File: config.mk
export PLATFORM = sky130hd
export DESIGN_NAME = gmii_rx_ptp_parser
export DESIGN_NICKNAME = d
export VERILOG_FILES = /design/src/rtl/gmii_rx_ptp_parser.sv
export SDC_FILE = /design/constraint.sdc
export NUM_CORES = 1
export LEC_CHECK = 0
export ABC_CLOCK_PERIOD_IN_PS = 9000
export CAP_MARGIN = 20
export CORE_MARGIN = 2
export CORE_UTILIZATION = 45
export CTS_CLUSTER_SIZE = 14
export DETAILED_ROUTE_END_ITERATION = 10
export GPL_ROUTABILITY_DRIVEN = 0
export PLACE_DENSITY = 0.73
export SYNTH_ARGS = -nofsm -noshare
export SYNTH_HDL_FRONTEND = slang
export SYNTH_SLANG_ARGS = --single-unit
File: constraint.sdc
create_clock -name gmii_rxclk -period 9 [get_ports gmii_rxclk]
set_input_delay 1.35 -clock gmii_rxclk [delete_from_list [all_inputs] [get_ports gmii_rxclk]]
set_output_delay 1.35 -clock gmii_rxclk [all_outputs]
set_load 0.1 [all_outputs]
File: src/rtl/gmii_rx_ptp_parser.sv
// gmii_rx_ptp_parser
//   Receive-side GMII frame parser. Finds preamble/SFD, samples rtc_time at
//   the SFD, recognises layer-2 PTP frames by EtherType, and extracts
//   messageType and sequenceId into one timestamp record per frame.
//   The record is offered downstream over a valid/ready handshake.
//
// Optional build macro: PTP_PARSER_VLAN_EN
//   When defined, one 802.1Q tag (0x8100) is skipped before the EtherType.
//
// Ports
//   gmii_rxclk   in   receive clock, all logic on its rising edge
//   rst          in   asynchronous reset, active-high
//   gmii_rxctrl  in   RX_DV
//   gmii_rxdata  in   receive byte
//   rtc_time     in   free-running RTC time, synchronous to gmii_rxclk
//   ptp_valid    out  record available
//   ptp_ready    in   downstream accepts record
//   ptp_ts       out  rtc_time sampled at the SFD
//   ptp_msgtype  out  PTP messageType
//   ptp_seqid    out  PTP sequenceId
//   drop_cnt     out  records lost to back-pressure, saturating
module gmii_rx_ptp_parser #(
    parameter int          TS_W        = 80,
    parameter logic [15:0] PTP_ETYPE   = 16'h88F7,
    parameter int          MIN_PTP_LEN = 34,
    parameter int          MAX_PRE     = 7
) (
    input  logic            gmii_rxclk,
    input  logic            rst,
    input  logic            gmii_rxctrl,
    input  logic [7:0]      gmii_rxdata,
    input  logic [TS_W-1:0] rtc_time,
    output logic            ptp_valid,
    input  logic            ptp_ready,
    output logic [TS_W-1:0] ptp_ts,
    output logic [3:0]      ptp_msgtype,
    output logic [15:0]     ptp_seqid,
    output logic [7:0]      drop_cnt
);
    localparam int PRE_W = $clog2(MAX_PRE + 2);

    typedef enum logic [1:0] {S_IDLE, S_PRE, S_DATA, S_DROP} state_t;

    state_t           r_state, w_state_nxt;
    logic             r_armed;
    logic [PRE_W-1:0] r_pre_cnt;
    logic [15:0]      r_byte_cnt;
    logic [15:0]      r_etype;
    logic [3:0]       r_msg_hold;
    logic [15:0]      r_seq_hold;
    logic [TS_W-1:0]  r_ts_hold;
    logic [15:0]      w_p;
    logic             w_pre_ovf;
    logic             w_is_ptp;
    logic             w_emit;

`ifdef PTP_PARSER_VLAN_EN
    logic             r_vlan;
    assign w_p = r_vlan ? 16'd18 : 16'd14;
`else
    assign w_p = 16'd14;
`endif

    assign w_pre_ovf = (int'(r_pre_cnt) + 1) > MAX_PRE;
    // A second 0x8100 tag leaves r_etype at 0x8100, so it is never PTP.
    assign w_is_ptp  = (r_etype == PTP_ETYPE);
    assign w_emit    = (r_state == S_DATA) && !gmii_rxctrl && w_is_ptp &&
                       (r_byte_cnt >= w_p + 16'(MIN_PTP_LEN));

    always_ff @(posedge gmii_rxclk or posedge rst) begin
        if (rst) r_state <= S_IDLE;
        else     r_state <= w_state_nxt;
    end

    always_comb begin
        w_state_nxt = r_state;
        case (r_state)
            S_IDLE: if (gmii_rxctrl)
                        w_state_nxt = (gmii_rxdata == 8'h55 && r_armed) ? S_PRE : S_DROP;
            S_PRE: begin
                if (!gmii_rxctrl)               w_state_nxt = S_IDLE;
                else if (gmii_rxdata == 8'h55)  w_state_nxt = w_pre_ovf ? S_DROP : S_PRE;
                else if (gmii_rxdata == 8'hD5)  w_state_nxt = S_DATA;
                else                            w_state_nxt = S_DROP;
            end
            S_DATA:  if (!gmii_rxctrl) w_state_nxt = S_IDLE;
            default: if (!gmii_rxctrl) w_state_nxt = S_IDLE;
        endcase
    end

    always_ff @(posedge gmii_rxclk or posedge rst) begin
        if (rst) begin
            r_armed     <= 1'b0;
            r_pre_cnt   <= '0;
            r_byte_cnt  <= '0;
            r_etype     <= '0;
            r_msg_hold  <= '0;
            r_seq_hold  <= '0;
            r_ts_hold   <= '0;
`ifdef PTP_PARSER_VLAN_EN
            r_vlan      <= 1'b0;
`endif
            ptp_valid   <= 1'b0;
            ptp_ts      <= '0;
            ptp_msgtype <= '0;
            ptp_seqid   <= '0;
            drop_cnt    <= '0;
        end else begin
            // Only an observed idle gap allows a frame to start.
            if (!gmii_rxctrl) r_armed <= 1'b1;

            if (r_state == S_IDLE && gmii_rxctrl)
                r_pre_cnt <= PRE_W'(1);

            if (r_state == S_PRE && gmii_rxctrl) begin
                if (gmii_rxdata == 8'h55) r_pre_cnt <= r_pre_cnt + PRE_W'(1);
                if (gmii_rxdata == 8'hD5) begin
                    r_ts_hold  <= rtc_time;
                    r_byte_cnt <= '0;
                    r_etype    <= '0;
                    r_msg_hold <= '0;
                    r_seq_hold <= '0;
`ifdef PTP_PARSER_VLAN_EN
                    r_vlan     <= 1'b0;
`endif
                end
            end

            if (r_state == S_DATA && gmii_rxctrl) begin
                if (r_byte_cnt == 16'd12) r_etype[15:8] <= gmii_rxdata;
                if (r_byte_cnt == 16'd13) r_etype[7:0]  <= gmii_rxdata;
`ifdef PTP_PARSER_VLAN_EN
                if (r_byte_cnt == 16'd14 && r_etype == 16'h8100) r_vlan <= 1'b1;
                if (r_vlan && r_byte_cnt == 16'd16) r_etype[15:8] <= gmii_rxdata;
                if (r_vlan && r_byte_cnt == 16'd17) r_etype[7:0]  <= gmii_rxdata;
`endif
                // For a tagged frame byte 14 is captured here first, then
                // overwritten by byte 18 once the tag has been seen.
                if (r_byte_cnt == w_p)          r_msg_hold       <= gmii_rxdata[3:0];
                if (r_byte_cnt == w_p + 16'd30) r_seq_hold[15:8] <= gmii_rxdata;
                if (r_byte_cnt == w_p + 16'd31) r_seq_hold[7:0]  <= gmii_rxdata;
                if (r_byte_cnt != 16'hFFFF) r_byte_cnt <= r_byte_cnt + 16'd1;
            end

            // A pending handshake on the load edge frees the slot for the new record.
            if (w_emit) begin
                if (ptp_valid && !ptp_ready) begin
                    if (drop_cnt != 8'hFF) drop_cnt <= drop_cnt + 8'd1;
                end else begin
                    ptp_valid   <= 1'b1;
                    ptp_ts      <= r_ts_hold;
                    ptp_msgtype <= r_msg_hold;
                    ptp_seqid   <= r_seq_hold;
                end
            end else if (ptp_valid && ptp_ready) begin
                ptp_valid <= 1'b0;
            end
        end
    end
endmodule
; After elaboration in Yosys (flattened, before gate mapping)
; Cells that the tools add are included.
[totals]
reg_bits = 248
in_bits = 92
output_inout_bits = 109
elab_cells = 85
[op_classes]
addsub = 4
n_lt_le_gt_ge = 2
n_eq_ne = 15
muxes = 32
bitwise_logic = 1
reduce_logical = 18
[op_table]
columns = operator, n
row1 = 16-bit two-way mux, 10
row2 = "16-bit by 4-bit == test with 1-bit output, second input constant", 3
row3 = "16-bit by 6-bit == test with 1-bit output, second input constant", 2
row4 = 8-bit two-way mux, 4
row5 = 4-bit two-way mux, 7
row6 = "16-bit by 1-bit adder with 16-bit output, second input constant", 1
row7 = "16-bit == test, second input constant", 1
row8 = "16-bit by 6-bit >= comparator with 1-bit output, second input constant", 1
row9 = "16-bit inequality test, second input constant", 1
row10 = 2-bit two-way mux, 6
row11 = 1-bit logical AND, 9
row12 = "8-bit by 1-bit adder with 8-bit output, second input constant", 1
row13 = "8-bit by 7-bit == test with 1-bit output, second input constant", 1
row14 = "8-bit == test, second input constant", 1
row15 = "8-bit inequality test, second input constant", 1
row16 = 2-bit AND reduction, 4
row17 = "4-bit by 1-bit adder with 5-bit output, second input constant", 1
row18 = "5-bit by 3-bit > comparator with 1-bit output, second input constant", 1
row19 = "4-bit by 1-bit adder with 4-bit output, second input constant", 1
row20 = 1-bit two-way mux, 4
row21 = "2-bit inequality test, second input constant", 2
row22 = 2-bit one-hot mux with 2 select lines, 1
row23 = "3-bit by 1-bit inequality test with 1-bit output, second input constant", 1
row24 = 3-bit AND reduction, 1
row25 = 6 further kinds, 7

; Longest topological paths before layout
[depth]
word_depth = 6
depth_mapped = 8
ltp_nobuf = 6

; Worst setup path before layout
; Ideal clock, no wire load.
[synth_path]
kind = in2reg
from = in gmii_rxctrl
to = reg ptp_msgtype[0]
setup_time_ns = 0.125
arrival_time_ns = 2.952
t_required_ns = 8.875
slack_ns = 5.923
stages = 7
path_buffers = 2
cell_sequence = or4b_1 -> nor3_2 -> o211ai_1 -> nand2b_4 -> buf_12 -> buf_8 -> mux2_4
[synth_between]
elab_chain_len = 5
[synth_rtl]
columns = item, line
row1 = "start, declared", 30  ; input logic gmii_rxctrl,
row2 = 1-bit zero test, --
row3 = 1-bit logical AND (3 in series), 67  ; assign w_emit = (r_state == S_DATA) && !gmii_rxctrl && w_is_ptp &&
row4 = 2-bit AND reduction (no line), --
row5 = "end signal, assigned", 152  ; ptp_msgtype <= r_msg_hold;
row6 = "end, declared", 36  ; output logic [3:0] ptp_msgtype,
; Every way passes these cells.
; A chain may end at the register's enable or synchronous reset.

; Worst setup path after layout
[layout_path]
from = in gmii_rxdata[2]
to = reg r_ts_hold[17]
[layout_between]
elab_chain_len = 2
[layout_rtl]
columns = item, line
row1 = "start, declared", 31  ; input logic [7:0] gmii_rxdata,
row2 = 8-bit == test, 117  ; if (gmii_rxdata == 8'hD5) begin
row3 = 2-bit AND reduction (no line), --
row4 = "end signal, assigned", 118  ; r_ts_hold <= rtc_time;
row5 = "end, declared", 51  ; logic [TS_W-1:0] r_ts_hold;
; Every way passes these cells.

==> impl_metrics.json <==
{
  "status": "finished clean",
  "holdBufCountCts": 0,
  "power_density_nw_per_um2": 181,
  "drtIter0Drc": 495,
  "tightest_slew_ns": 1.06,
  "finalCritPeriodShare_pct": 43.4,
  "start_util_pct": 46.1,
  "io_pins": 201,
  "worstSkewPairLatency_ns": 0.53,
  "cp.arrival_ns": 4.31,
  "antenna_found_initial": 0,
  "drv_slew": 0,
  "fin_nets": 1032,
  "yosysTopAreaCell": "dfrtp_1",
  "grt.total_usage_pct": 18.3,
  "async_flop_share_pct": 100,
  "hold_viol_final": 0,
  "grt_pass1_wl_um": 35600,
  "ys_ff_latch": 248,
  "clkSinkCount": 248,
  "use_met3_pct": 3.79,
  "diodes": 0,
  "rows": 55,
  "utilization_pct": 59.5,
  "synth.distinct_cells": 51,
  "cts_setup_buffers": 0,
  "stdcell_area_um2": 13500,
  "vias": 6405,
  "synth_top_area_share_pct": 59.3,
  "synth_nets": 829,
  "grt_use_met2_pct": 28.8,
  "layout-drive-gt1-share_pct": 25.6,
  "period_needed_ns": 3.91,
  "drtAntennaViolNets": 0,
  "synth_ff_type": "dfrtp_1",
  "synth_seq_area_share_pct": 59.3,
  "max_freq_mhz": 256,
  "drt_pre_antenna_iters": 4,
  "r2r_end": "ptp_ts[69]",
  "reg2reg_depth": 6,
  "path_class": "primary input to flip-flop",
  "h-tree-depth": 1,
  "finalPower_w": 0.00245,
  "drt_wl_total_um": 22000,
  "portBuffers": 200,
  "viasPerCell": 5.17,
  "dieArea_um2": 24500,
  "worstReg2RegStart": "r_byte_cnt[13]",
  "ir_drop_mv": 0.164,
  "max-slew-margin-rel_pct": 29.2,
  "place_area_um2": 12600,
  "end_kind": "flip-flop",
  "busiest_layer": "met2",
  "hold_depth": 1,
  "synth_area_leaders": "dfrtp_1 59%, mux2_4 14%, mux2_2 8.7%",
  "fill_cells": 1755,
  "holdPathEnd": "r_armed",
  "die_h_um": 156,
  "cts_tree": "built",
  "required_ns": 9.40,
  "drv_cap": 0,
  "ys_warn_count": 0,
  "hold_start": "r_armed",
  "drc": 0,
  "whs_ns": 0.462,
  "grt_max_degree": 115,
  "ff2ff_setup_slack_ns": 5.72,
  "grtUsageMet1_pct": 26.1,
  "worst-path-max-fanout": 111,
  "dp_hpwl_um": 14600,
  "cts_buffer_depth": 3,
  "cts.repair.resized": 0,
  "wire_per_inst_um": 17.8,
  "synth_area_um2": 10500,
  "fin_skew_ns": 0.0144,
  "clk_pin_slew_ns": 0.06,
  "core_area_um2": 22700,
  "synth-edff-count": 0,
  "min_path_type": "flip-flop to flip-flop",
  "cts_buffers": 27,
  "grt-ovfl-total": 0,
  "first_global_vias": 6312,
  "leakagePower_nw": 6.62,
  "syn_area_per_cell_um2": 14.3,
  "finalSetupViolations": 0,
  "setup_tns_ns": 0,
  "start_kind": "primary input",
  "syn_inst": 730,
  "die_w_um": 156,
  "grt_setup_unrepaired": "no",
  "cts_root_buffer": "clkbuf_16",
  "area_delta_synth_final_pct": 29.2
}
critical path: stages:
cell,delay [ns]
clkdlybuf4s50_1,0.70
nand4bb_1,0.16
nor2_1,0.16
nand4_1,0.80
buf_12,0.53
mux2_2,0.41
cell type report:
type,instances,area [um2],share of cell area [%]
clock buffers,40,795,5.88
clock inverters,10,133,0.981
inverters,15,63.8,0.472
multi-input cells,432,3890,28.7
flip-flops and latches,248,6210,45.9
well taps,285,357,2.64
repair buffers,209,2080,15.4
cells by family (layout without fill, tap and decap cells):
| kind of cell | after synthesis | count (layout) | share of synthesized area (%) |
|---|---|---|---|
| AOI/OAI and AO/OA | 72 | 72 | 4.21 |
| xor gates and xnor gates | 8 | 8 | 0.670 |
| adders and majority gates | 7 | 7 | 0.837 |
| buffers and inverters | 50 | 274 | 3.55 |
| DFF | 248 | 248 | 59.3 |
| muxes | 187 | 187 | 23.6 |
| and+or+nand+nor | 158 | 158 | 7.80 |
placed cells by master, fill, tap and decap left out, types with 4 or more instances in the layout:
cell type,n
nor2_1,7
o21ai_0,27
dfrtp_1,248
nand4_1,12
o311ai_0,4
clkbuf_16,27
nand3b_1,4
mux2i_1,6
xnor2_1,6
o21ai_1,17
clkdlybuf4s50_1,200
mux2_4,100
buf_4,8
clkbuf_1,6
nand3_1,10
nor4_2,5
nand2_1,93
clkinv_2,5
ha_1,7
mux2_2,81
clkbuf_8,7
inv_1,14
through the flow:
step           cells  setup WS, ns
6_report        1239          5.09
5_1_grt         1239          4.99
4_1_cts         1238          5.14
3_5_place_dp    1188          4.60
3_3_place_gp    1186          4.61
2_1_floorplan    730         0.835
report_power, final:
group	leakage [nW]	internal (W)	switching, W
combinational	2.72	0.0000668	0.0000684
sequential	3.44	0.00115	0.0000341
clock	0.461	0.000696	0.000435
per-layer routing:
layer	share of wire (%)	wire, um
met3	5.5	1200
met5	0	0
met1	45	10000
met2	47	10300
met4	2.3	514
sequential cells by signal, indices dropped and copies added (netlist names):
register,count
ptp_valid,1
r_state,2
r_msg_hold,4
r_ts_hold,80
r_byte_cnt,16
r_seq_hold,16
r_etype,16
r_armed,1
ptp_ts,80
ptp_seqid,16
ptp_msgtype,4
r_pre_cnt,4
drop_cnt,8
how the worst max path moves through the flow:
stage	from	endpoint	slack (ns)	depth (start not counted)
floorplan	rst	drop_cnt[0]	0.84	1
global placement	gmii_rxctrl	ptp_msgtype[1]	4.61	7
detailed placement	gmii_rxctrl	ptp_ts[69]	4.60	7
CTS	gmii_rxctrl	ptp_ts[69]	5.14	7
global route	gmii_rxctrl	ptp_ts[69]	4.99	7
finish	gmii_rxdata[2]	r_ts_hold[17]	5.09	6
Yosys cell counts, drive strengths merged (4+ instances only):
cell type,count
dfrtp,248
mux2,181
nand2,93
o21ai,44
buf,18
clkbuf,17
inv,15
nand4,12
nand3,10
nor4,9
ha,7
nor2,7
mux2i,6
xnor2,6
nand2b,4
nand3b,4
o311ai,4
Power figures use the tool's default switching activity.
==> RTL change, RTL diff (same settings) <==
Add a define of `PTP_PARSER_VLAN_EN`.
--- a/src/rtl/gmii_rx_ptp_parser.sv
+++ b/src/rtl/gmii_rx_ptp_parser.sv
@@ -19,6 +19,8 @@
 //   ptp_msgtype  out  PTP messageType
 //   ptp_seqid    out  PTP sequenceId
 //   drop_cnt     out  records lost to back-pressure, saturating
+`define PTP_PARSER_VLAN_EN
+
 module gmii_rx_ptp_parser #(
     parameter int          TS_W        = 80,
     parameter logic [15:0] PTP_ETYPE   = 16'h88F7,
Formal check against the unedited RTL: same outputs for any inputs over 10 cycles, from zero or initial values and one cycle with rst high; that may be too few to reach the edited logic, so the function may still have changed.
==> RTL change against the original RTL <==
- final area increased by 1.2%
- combinational power increased by 33%
- sequential cell count rose by 1
- synthesized area is 1.9% higher
- wire length grew 9.5%
- non-clock buffer count down 2
- setup slack got worse by 2.2 ps
- core utilization decreased by 1.1 points
- maximum frequency hardly changed
- global-route usage rose by 0.92 points
- total power increased by 3.5%
- sequential share of layout area shrank 0.34 points
- critical path type unchanged
- register-to-register slack improved by 60 ps
==> RTL change: results (changes against the original RTL) <==
| Metric | Value |
|---|---|
| Status | finished clean |
| Hold Path Class | reg -> reg |
| Delay-heaviest family, CP | buffers and inverters |
| Ys flop type | dfrtp_1 |
| CP max FO | 50 (-55%) |
| Clock Pin Slew Worst Setup and Hold Paths | 60 ps (about the same) |
| TritonCTS Buffers | 27 (unchanged) |
| Inserted Diodes | 0 (unchanged) |
| Initial antenna violation count | 0 (unchanged) |
| Skew-Pair Late Insertion Delay | 530 ps (about the same) |
| Largest net degree at the start of global routing | 129 (+12%) |
| Synth area leaders | dfrtp_1 58%, mux2_4 14%, nand2_1 11%, buf_12 2.1%, o21ai_0 1.5% |
| Slew headroom | 0.288 (-0.00375) |
| CTS root buf | clkbuf_16 |
| Yosys cell types | 58 (+14%) |
| DP HPWL | 15700 um (+7.3%) |
| Post-CTS setup buffer count | 0 (unchanged) |
| Clock Skews | 17.8 ps (+3.39 ps) |
| Synth warnings | 0 (unchanged) |
| Psw | 583 uW (+8.6%) |
| Crit path time final | 3910 ps (+2.24 ps) |
| Total track usage | 0.192 (+0.00920) |
| Placed Instances | 1393 (+17%) |
| Global-route wire length before repair | 38400 um (+7.8%) |
| I/O Buffers | 200 (unchanged) |
| Max clock buf depth | 3 (unchanged) |
| Final net count | 1203 (+17%) |
| Largest stage delay on the critical path | 770 ps (-30 ps) |
| Routed via count divided by cell count | 5.01 (-3.0%) |
| DR WL/cell | 16.8 um (-5.8%) |
| H-tree lvl count | 1 (unchanged) |
| Detailed-route via count | 7218 (+13%) |
| Asr flop ratio synth | 1.00 (unchanged) |
| Post-synth top cells | 301 x nand2_1, 249 x dfrtp_1, 100 x mux2_4 |
| VDD IR-drop max | 158 uV (-3.6%) |
| Drt pass-1 iters | 4 (unchanged) |
| PostCTS Resize Cnt | 0 (unchanged) |
| Avg Inst Size Synth | 11.7 um^2 (-18%) |
| Grt met3 use | 0.0345 (-0.00345) |
| CP arrival | 4310 ps (about the same) |
| Starting DRC count in detailed routing | 509 (+2.8%) |
| Vias in the first global route | 7094 (+12%) |
| Syn_nets | 1011 (+22%) |
| Crit path max-delay cell type | buf_4 |
| Met2 GRT Util | 0.308 (+0.0205) |
| M1 GR Usage | 0.276 (+0.0153) |
| Share of cells above drive strength 1 | 0.146 (-0.109) |
| Pleak | 6.50 nW (-1.8%) |
| Seq/Total Area, Yosys | 0.584 (-0.00892) |
RTL change: changes by cell type after synthesis, sizes merged, moves of 4 or more:
| cell | unedited run | this run |
|---|---|---|
| nand2 | 93 | 301 |
| mux2 | 181 | 101 |
| nand3 | 10 | 32 |
| nor3 | 2 | 7 |
| buf | 18 | 25 |
| nor2 | 7 | 13 |
| nor4b | 0 | 4 |
RTL change: area by class of cell:
cell class                      count  area [um^2]
Sequential cell                   249         6230
Fill cell                        1939         9720
Timing Repair Buffer              207         2050
Clock buffer                       38          757
Multi-Input combinational cell    601         4010
Tap cell                          319          399
Inverter                           17         71.3
Clock inverter                      9          156
RTL change: worst min-delay path, stage by stage (launching register included):
cell	delay [ps]
dfrtp_1	340
nand2_1	50
nand2_1	50
RTL change: power groups by stage:
stage | Clock [mW] | Sequential [mW] | Combinational (mW)
after global placement | 0 | 1.23 | 0.174
after global routing | 1.21 | 1.22 | 0.206
after CTS | 1.17 | 1.21 | 0.181
after detailed placement | 0 | 1.23 | 0.180
after floorplan | 0 | 1.21 | 0.121
final | 1.14 | 1.21 | 0.179
RTL change: cells by family after synthesis:
kind of cell / after synthesis / share of synthesized area
xor+xnor: 11 / 0.00903
flops: 249 / 0.584
buf+inv: 61 / 0.0401
fa+ha+maj: 8 / 0.00938
compound gates: 70 / 0.0386
mux: 105 / 0.146
simple gates: 407 / 0.173
RTL change: routing by layer:
layer	vias up	share of wire
li1	3434	-
met1	3563	0.46
met2	187	0.46
met3	34	0.055
met4	0	0.020
met5	-	0
RTL change: worst paths after layout:
kind,from,to,slack [ps],cells after the start
setup / recovery,gmii_rxctrl,ptp_ts[56],5090,7
hold / removal,r_ts_hold[66],r_ts_hold[66],470,2
setup reg to reg,r_byte_cnt[2],ptp_ts[56],5780,7
hold reg to reg,r_ts_hold[66],r_ts_hold[66],470,2
max in group asynchronous,rst,r_ts_hold[43],6180,3
min in group asynchronous,rst,ptp_ts[58],1410,2
RTL change: metrics by stage:
stage           util  worst slack [ps]  instance area [um^2]
2_1_floorplan      -               807                 10700
3_3_place_gp   0.545              4630                 12800
3_5_place_dp   0.545              4580                 12800
4_1_cts        0.585              5130                 13700
5_1_grt        0.585              4980                 13700
6_report       0.585              5090                 13700
